### src/rtl/uart_rx_if.sv
// Ready/valid byte channel between the UART receive front end and its consumer.
interface uart_rx_if;
    logic [7:0] data_out;
    logic       data_out_valid;
    logic       data_out_ready;

    modport master (
        output data_out,
        output data_out_valid,
        input  data_out_ready
    );

    modport slave (
        input  data_out,
        input  data_out_valid,
        output data_out_ready
    );
endinterface

### src/rtl/uart_rx_frontend.sv
// 8N1 UART receiver: line synchroniser, deframing FSM and a one-entry byte buffer
// with ready/valid output, framing-error pulse and sticky overrun flag.
module uart_rx_frontend #(
    parameter int unsigned CLOCK_FREQ = 50_000_000,
    parameter int unsigned BAUD_RATE  = 115200
) (
    input  logic       clk,
    input  logic       rst,
    input  logic       serial_in,
    uart_rx_if.master  rx,
    output logic       framing_error,
    output logic       overrun,
    input  logic       overrun_clear,
    output logic       rx_busy
);

    localparam int unsigned SYMBOL_EDGE_TIME = CLOCK_FREQ / BAUD_RATE;
    localparam int unsigned SAMPLE_TIME      = SYMBOL_EDGE_TIME / 2;
    localparam int unsigned CNT_W            = (SYMBOL_EDGE_TIME > 1) ? $clog2(SYMBOL_EDGE_TIME) : 1;
    localparam logic [CNT_W-1:0] SYMBOL_LAST = CNT_W'(SYMBOL_EDGE_TIME - 1);
    localparam logic [CNT_W-1:0] SAMPLE_LAST = CNT_W'(SAMPLE_TIME - 1);

    typedef enum logic [2:0] {
        IDLE,
        START,
        DATA,
        STOP,
        WAIT_HIGH
    } state_t;

    state_t           state;
    logic             sync1;
    logic             line_s;
    logic [CNT_W-1:0] cnt;
    logic [2:0]       bit_cnt;
    logic [7:0]       shreg;
    logic             transfer_c;

    assign transfer_c = rx.data_out_valid && rx.data_out_ready;

    // Two-flop synchroniser; reset to the idle (high) line level.
    always_ff @(posedge clk or posedge rst) begin
        if (rst) begin
            sync1  <= 1'b1;
            line_s <= 1'b1;
        end else begin
            sync1  <= serial_in;
            line_s <= sync1;
        end
    end

    // Deframing FSM with the output buffer; later assignments override earlier ones,
    // so a commit beats a same-cycle transfer and an overrun set beats a clear.
    always_ff @(posedge clk or posedge rst) begin
        if (rst) begin
            state             <= IDLE;
            cnt               <= '0;
            bit_cnt           <= '0;
            shreg             <= '0;
            rx.data_out       <= '0;
            rx.data_out_valid <= 1'b0;
            framing_error     <= 1'b0;
            overrun           <= 1'b0;
            rx_busy           <= 1'b0;
        end else begin
            framing_error <= 1'b0;
            if (overrun_clear) overrun <= 1'b0;
            if (transfer_c) rx.data_out_valid <= 1'b0;

            case (state)
                IDLE: begin
                    cnt     <= '0;
                    bit_cnt <= '0;
                    if (!line_s) begin
                        state   <= START;
                        rx_busy <= 1'b1;
                    end
                end
                START: begin
                    if (cnt == SAMPLE_LAST) begin
                        cnt <= '0;
                        if (!line_s) begin
                            state <= DATA;
                        end else begin
                            state   <= IDLE;
                            rx_busy <= 1'b0;
                        end
                    end else begin
                        cnt <= cnt + 1'b1;
                    end
                end
                DATA: begin
                    if (cnt == SYMBOL_LAST) begin
                        cnt     <= '0;
                        shreg   <= {line_s, shreg[7:1]};
                        bit_cnt <= bit_cnt + 1'b1;
                        if (bit_cnt == 3'd7) state <= STOP;
                    end else begin
                        cnt <= cnt + 1'b1;
                    end
                end
                STOP: begin
                    if (cnt == SYMBOL_LAST) begin
                        cnt <= '0;
                        if (line_s) begin
                            if (!rx.data_out_valid || transfer_c) begin
                                rx.data_out       <= shreg;
                                rx.data_out_valid <= 1'b1;
                            end else begin
                                overrun <= 1'b1;
                            end
                            state   <= IDLE;
                            rx_busy <= 1'b0;
                        end else begin
                            framing_error <= 1'b1;
                            state         <= WAIT_HIGH;
                        end
                    end else begin
                        cnt <= cnt + 1'b1;
                    end
                end
                WAIT_HIGH: begin
                    cnt <= '0;
                    if (line_s) begin
                        state   <= IDLE;
                        rx_busy <= 1'b0;
                    end
                end
                default: begin
                    state   <= IDLE;
                    cnt     <= '0;
                    rx_busy <= 1'b0;
                end
            endcase
        end
    end

endmodule

### src/flat_wrapper.sv
// flat-port wrapper written by rule: the top's interface ports become plain ports
module uart_rx_frontend_flat 
#(
    parameter int unsigned CLOCK_FREQ = 50_000_000,
    parameter int unsigned BAUD_RATE  = 115200
)
  (clk, rst, serial_in, framing_error, overrun, overrun_clear, rx_busy, rx_data_out, rx_data_out_valid, rx_data_out_ready);
  uart_rx_if rx_i ();
  input  logic clk;
  input  logic rst;
  input  logic serial_in;
  output logic framing_error;
  output logic overrun;
  input  logic overrun_clear;
  output logic rx_busy;
  output wire logic [$bits(rx_i.data_out)-1:0] rx_data_out;
  output wire logic [$bits(rx_i.data_out_valid)-1:0] rx_data_out_valid;
  input wire logic [$bits(rx_i.data_out_ready)-1:0] rx_data_out_ready;
  assign rx_data_out = rx_i.data_out;
  assign rx_data_out_valid = rx_i.data_out_valid;
  assign rx_i.data_out_ready = rx_data_out_ready;
  uart_rx_frontend #(.CLOCK_FREQ(CLOCK_FREQ), .BAUD_RATE(BAUD_RATE)) u_core (.clk(clk), .rst(rst), .serial_in(serial_in), .rx(rx_i), .framing_error(framing_error), .overrun(overrun), .overrun_clear(overrun_clear), .rx_busy(rx_busy));
endmodule
### config.mk
export PLATFORM = sky130hd
export DESIGN_NAME = uart_rx_frontend_flat
export DESIGN_NICKNAME = d
export VERILOG_FILES = /design/src/rtl/uart_rx_if.sv /design/src/rtl/uart_rx_frontend.sv /design/src/flat_wrapper.sv
export SDC_FILE = /design/constraint.sdc
export NUM_CORES = 1
export LEC_CHECK = 0
export ABC_AREA = 1
export BUFFER_PORTS_ARGS = -buffer_cell sky130_fd_sc_hd__buf_2
export CAP_MARGIN = 20
export CORE_MARGIN = 2
export CORE_UTILIZATION = 30
export CTS_BUF_LIST = sky130_fd_sc_hd__clkbuf_4
export DETAILED_ROUTE_END_ITERATION = 10
export SLEW_MARGIN = 25
export SYNTH_ARGS = -nofsm -noshare
export SYNTH_HDL_FRONTEND = slang
export SYNTH_SLANG_ARGS = --single-unit
### constraint.sdc
create_clock -name clk -period 2.4 [get_ports clk]
set_input_delay 0.24 -clock clk [delete_from_list [all_inputs] [get_ports clk]]
set_output_delay 0.24 -clock clk [all_outputs]
set_load 0.02 [all_outputs]
After elaboration in Yosys (flattened, before gate mapping) --
Index checks and enable logic that the tools add are counted.
Operators by class: $add $sub $neg 2, equality and inequality tests 13, multiplexer cells 32, bitwise gates (word level) 1, reductions and logical operators 11
Operators by type and width (count):
- $mux W3 | 8
- $mux W9 | 2
- $pmux W9 S2 | 1
- $mux W1 | 17
- $pmux W3 S5 | 1
- $ne A2 B1 Y1 const B | 5
- $add A9 B1 Y9 const B | 1
- $eq A9 B8 Y1 const B | 1
- $eq A9 B9 Y1 const B | 1
- $reduce_and A4 Y1 | 2
- $eq A3 B2 Y1 const B | 2
- $eq A3 B3 Y1 const B | 2
- $pmux W3 S2 | 1
- $reduce_and A6 Y1 | 1
- $pmux W1 S5 | 1
- $reduce_and A2 Y1 | 2
- $add A3 B1 Y3 const B | 1
- $eq A3 B1 Y1 const B | 1
- $logic_not A3 Y1 | 1
- $mux W2 | 1
- $ne A2 B2 Y1 const B | 1
- $reduce_bool A2 Y1 | 1
- $reduce_or A2 Y1 | 1
- $logic_and A1 B1 Y1 | 1
- other kinds (3) | 3
Storage, ports and cells: register bits after elaboration 37

Longest topological paths before layout --
word-level depth 6, mapped depth 10, depth with buffers taken out 9

Least setup slack after synthesis --
Ideal clock, no wire load.
path kind register to register, from register u_core.cnt[1], to register u_core.rx.data_out[2], library setup time 0.117 ns, arrival 1.282 ns, setup slack 1.001 ns, cell stages (with the launch flop) 11, path buffers 1, cells stage by stage dfrtp_1 -> inv_1 -> ha_1 -> nand2_1 -> nor2_2 -> nand2_4 -> inv_4 -> nand3_4 -> buf_6 -> nand2_2 -> o21ai_2
Between the ends: cells in the longest elaborated chain, start to end 2
Ends and longest elaborated chain:
- from (decl) | line uart_rx_frontend.sv:34 | logic [CNT_W-1:0] cnt;
- from (signal assigned) | line uart_rx_frontend.sv:89 | cnt <= cnt + 1'b1;
- from (signal assigned) | line uart_rx_frontend.sv:99 | cnt <= cnt + 1'b1;
- from (signal assigned) | line uart_rx_frontend.sv:119 | cnt <= cnt + 1'b1;
- $eq A9 B9 Y1 | line uart_rx_frontend.sv:103 | if (cnt == SYMBOL_LAST) begin
- $reduce_and A4 Y1 (no source line)
- to (signal assigned) | line uart_rx_frontend.sv:107 | rx.data_out <= shreg;
- to (decl) | line uart_rx_if.sv:8 | output data_out,
No other way between the ends. A chain may end at the register's enable or synchronous reset.

Final worst setup path --
from register u_core.cnt[1], to register u_core.rx.data_out[0]
Same word-level chain as after synthesis.

==> metrics.txt <==
clock transition at the registers of the reported paths=around 110 ps; buffers from clock root to sink, at most=2; met1 track utilization from global routing=around 14%; initial antenna violation count=0; final max-slew violation count=0; Via Count=between 1000 and 1500; number of resized instances in the post-cts repair step=0; register-to-register setup slack=roughly 890 ps; Avg Cell Area, Syn=8.92 sq um; vias per cell=4.32; LEAKAGE=slightly above 0.001 uW; worst skew pair latency=~340 ps; multiplexer fraction of the synthesized cell area=0%; max incr delay on CP=410 ps; largest fanout on the critical path=16; Storage cell area=around 930 sq um; wirelength, routed=about 3000 um; gate count after technology mapping=203; final cycle utilization of the critical path=63.0%; unrepaired setup endpoints after global routing=no; Clock Sink Count=37; category of the critical setup timing path=reg2reg; placement-stage cell area=between 0.0015 and 0.002 sq mm; run status=finished, final reports clean; number of port buffers=16; part of the Yosys area used for sequential elements=around half; Die Span Y=~82 um; layout net count=approximately 240; adder-cell share of the synthesized area=3.46%; initial standard-cell utilization of the core=around 30%; ordered list of cells on the worst path=inv_1 -> ha_1 -> nand2_1 -> nor2_2 -> nand2_4 -> inv_4 -> nand3_4 -> nand2_1 -> o21ai_2; min-delay worst type=in2reg; number of unique standard cell types used by synthesis=27; clock tree skew after final layout=around 8.8 ps; launching element of the worst setup path=u_core.cnt[1]$_DFF_PP0_; pre-CTS setup slack=865 ps; maximum clock rate=roughly 0.66 GHz; number of max-cap violations=0; Post-route DRC=0; Post-Synth XOR/XNOR Area=1.94%; setup violation total in the final timing report=0; leading area contributor after synthesis=sky130_fd_sc_hd__dfrtp_1; ranking of synthesized cells by area=sky130_fd_sc_hd__dfrtp_1, sky130_fd_sc_hd__nand2_1, sky130_fd_sc_hd__inv_1; CP Data Arrival Time=approximately 1700 ps; portion of synthesized cell area occupied by the leading cell type=between 40% and 50%; total CTS buffers=5; standard-cell rows=28; CTS tree=done; worst supply voltage drop on vdd=around 150 uV; endpoint of the worst setup timing path=u_core.rx.data_out[0]$_DFFE_PP0P_; power density cells=approximately 480 mW/mm^2; # IOs=17; overall fraction of global-route tracks in use=10.5%; drt first pass iters=4; H-tree depth=2; number of hold-repair buffers added at the cts stage=2; first-pass GRT wire length=around 5400 um; Routability Congestion=around 0.74; reg2reg start=u_core.cnt[1]$_DFF_PP0_; Worst path most repeated cell=sky130_fd_sc_hd__nand2_1; slew at the pin closest to its max-slew limit=465 ps; largest net degree at the start of global routing=38; cells on worst reg2reg path=9; worst hold path startpoint=overrun_clear; detailed placer's ending HPWL=roughly 2200 um; overall die area=~0.0067 sq mm; number of global-route vias before repair=1243; Final Instance Area=just over 0.002 sq mm; layout overhead on the synthesized area=12.3%; number of post-CTS setup repair buffers=0; netlist area before placement=around 0.0018 sq mm; critical path capture point type=flip-flop; fraction of final layout cells sized beyond drive strength 1=23.8%; post-DR wirelength/cell=about 10 um; reg-to-reg critical path endpoint=u_core.rx.data_out[0]$_DFFE_PP0P_; most frequent cells in the layout=sky130_fd_sc_hd__nand2_1, sky130_fd_sc_hd__dfrtp_1, sky130_fd_sc_hd__inv_1; launching element type of the critical path=flip-flop; simple-gate portion of the synthesized area=26.1%; fraction of met3 tracks used by global routing=2.42%; post-synthesis compound-gate area fraction=8.15%; footprint of the multi-input gates=between 700 and 800 sq um; met2 Resource Use GR=about 16%; cell type of the slowest stage on the worst timing path=sky130_fd_sc_hd__dfrtp_1; combinational family with the most area after synthesis=simple AND/OR/NAND/NOR gates; Detail Route Antenna Nets=0; most common cell after layout, fill and taps aside=sky130_fd_sc_hd__nand2_1; number of synthesized register bits=37; Most Used Layer, Global Route=met2; clock root cell=sky130_fd_sc_hd__clkbuf_4; data required time of the critical path=between 2000 and 3000 ps; Die X=slightly above 80 um; max_slew headroom=between 60% and 70%; final worst-path setup slack=between 800 and 900 ps; final count of hold timing violations=0; Layout fillers=about 600; core region area=~0.0059 sq mm; syn nets=213; total global routing overflow=0; setup_tns=0 ps; count of antenna diodes in the layout=0; final critical-path required period=about 1500 ps; detailed router's first-iteration violation count=44; number of warnings reported in the yosys synthesis log=0
==> state kept, by name, indices dropped and copies added, names as in the netlist <==
name	count
u_core.line_s	1
u_core.sync1	1
u_core.rx.data_out	8
u_core.rx_busy	1
u_core.state	3
u_core.rx.data_out_valid	1
u_core.cnt	9
u_core.framing_error	1
u_core.shreg	8
u_core.overrun	1
u_core.bit_cnt	3
==> layer usage <==
metal	wire, um	share of wire [%]
met4	75	2.5
met5	0	0
met1	1450	48
met3	118	3.9
met2	1360	45
==> worst min path at each step <==
stage                          endpoint  slack (ps)  cells after the start
4_1_cts        u_core.overrun$_DFF_PP0_          60                      2
5_1_grt        u_core.overrun$_DFF_PP0_          70                      2
6_report       u_core.overrun$_DFF_PP0_          70                      2
2_1_floorplan    u_core.sync1$_DFF_PP1_         240                      0
3_3_place_gp    u_core.line_s$_DFF_PP1_         350                      0
3_5_place_dp    u_core.line_s$_DFF_PP1_         350                      0
==> cell families after synthesis <==
group / after synthesis
simple gates: 97
fa+ha+maj: 5
flops: 37
buf+inv: 37
compound gates: 23
xor+xnor: 4
==> synth_stat cells (all sizes together) <==
master / number
a21oi: 2
a31oi: 1
buf: 3
dfrtp: 35
dfstp: 2
ha: 5
inv: 34
nand2: 56
nand3: 11
nand3b: 1
nand4: 4
nor2: 23
nor3: 2
o21ai: 19
o22ai: 1
xnor2: 1
xor2: 3
==> where the power goes <==
group / switching, uW / total, uW / internal (uW) / leakage (uW)
Sequential: 1.40 / 628 / 626 / 0.000490
Combinational: 16.3 / 23.4 / 7.05 / 0.000508
Clock: 208 / 318 / 110 / 0.0000310
Total: 225 / 969 / 744 / 0.00103
==> final cells by class <==
| type | instances | share of cell area, % |
|---|---|---|
| inverters | 34 | 6.40 |
| clock inverters | 3 | 0.862 |
| multi-input cells | 129 | 35.3 |
| well taps | 75 | 4.62 |
| flip-flops and latches | 37 | 45.7 |
| repair buffers | 19 | 5.29 |
| clock buffers | 5 | 1.85 |
==> stage by stage <==
step                power (uW)  hold WS, ps  utilization (%)  std cells
floorplan                  653          244                -        203
global placement           662          347             33.3        292
detailed placement         662          347             33.3        292
CTS                        994         56.3             34.5        302
global route              1020         69.9             34.5        302
finish                     969         71.0             34.5        302
==> worst max-delay path: cells and delay by family, from the launching register on <==
kind,cells,cell delay (ps)
AND/OR/NAND/NOR,5,640
buffers and inverters,2,160
flip-flops,1,410
AO/OA/AOI/OAI,1,50
adder cells (fa/ha/maj),1,140
Power figures use the tool's default switching activity.
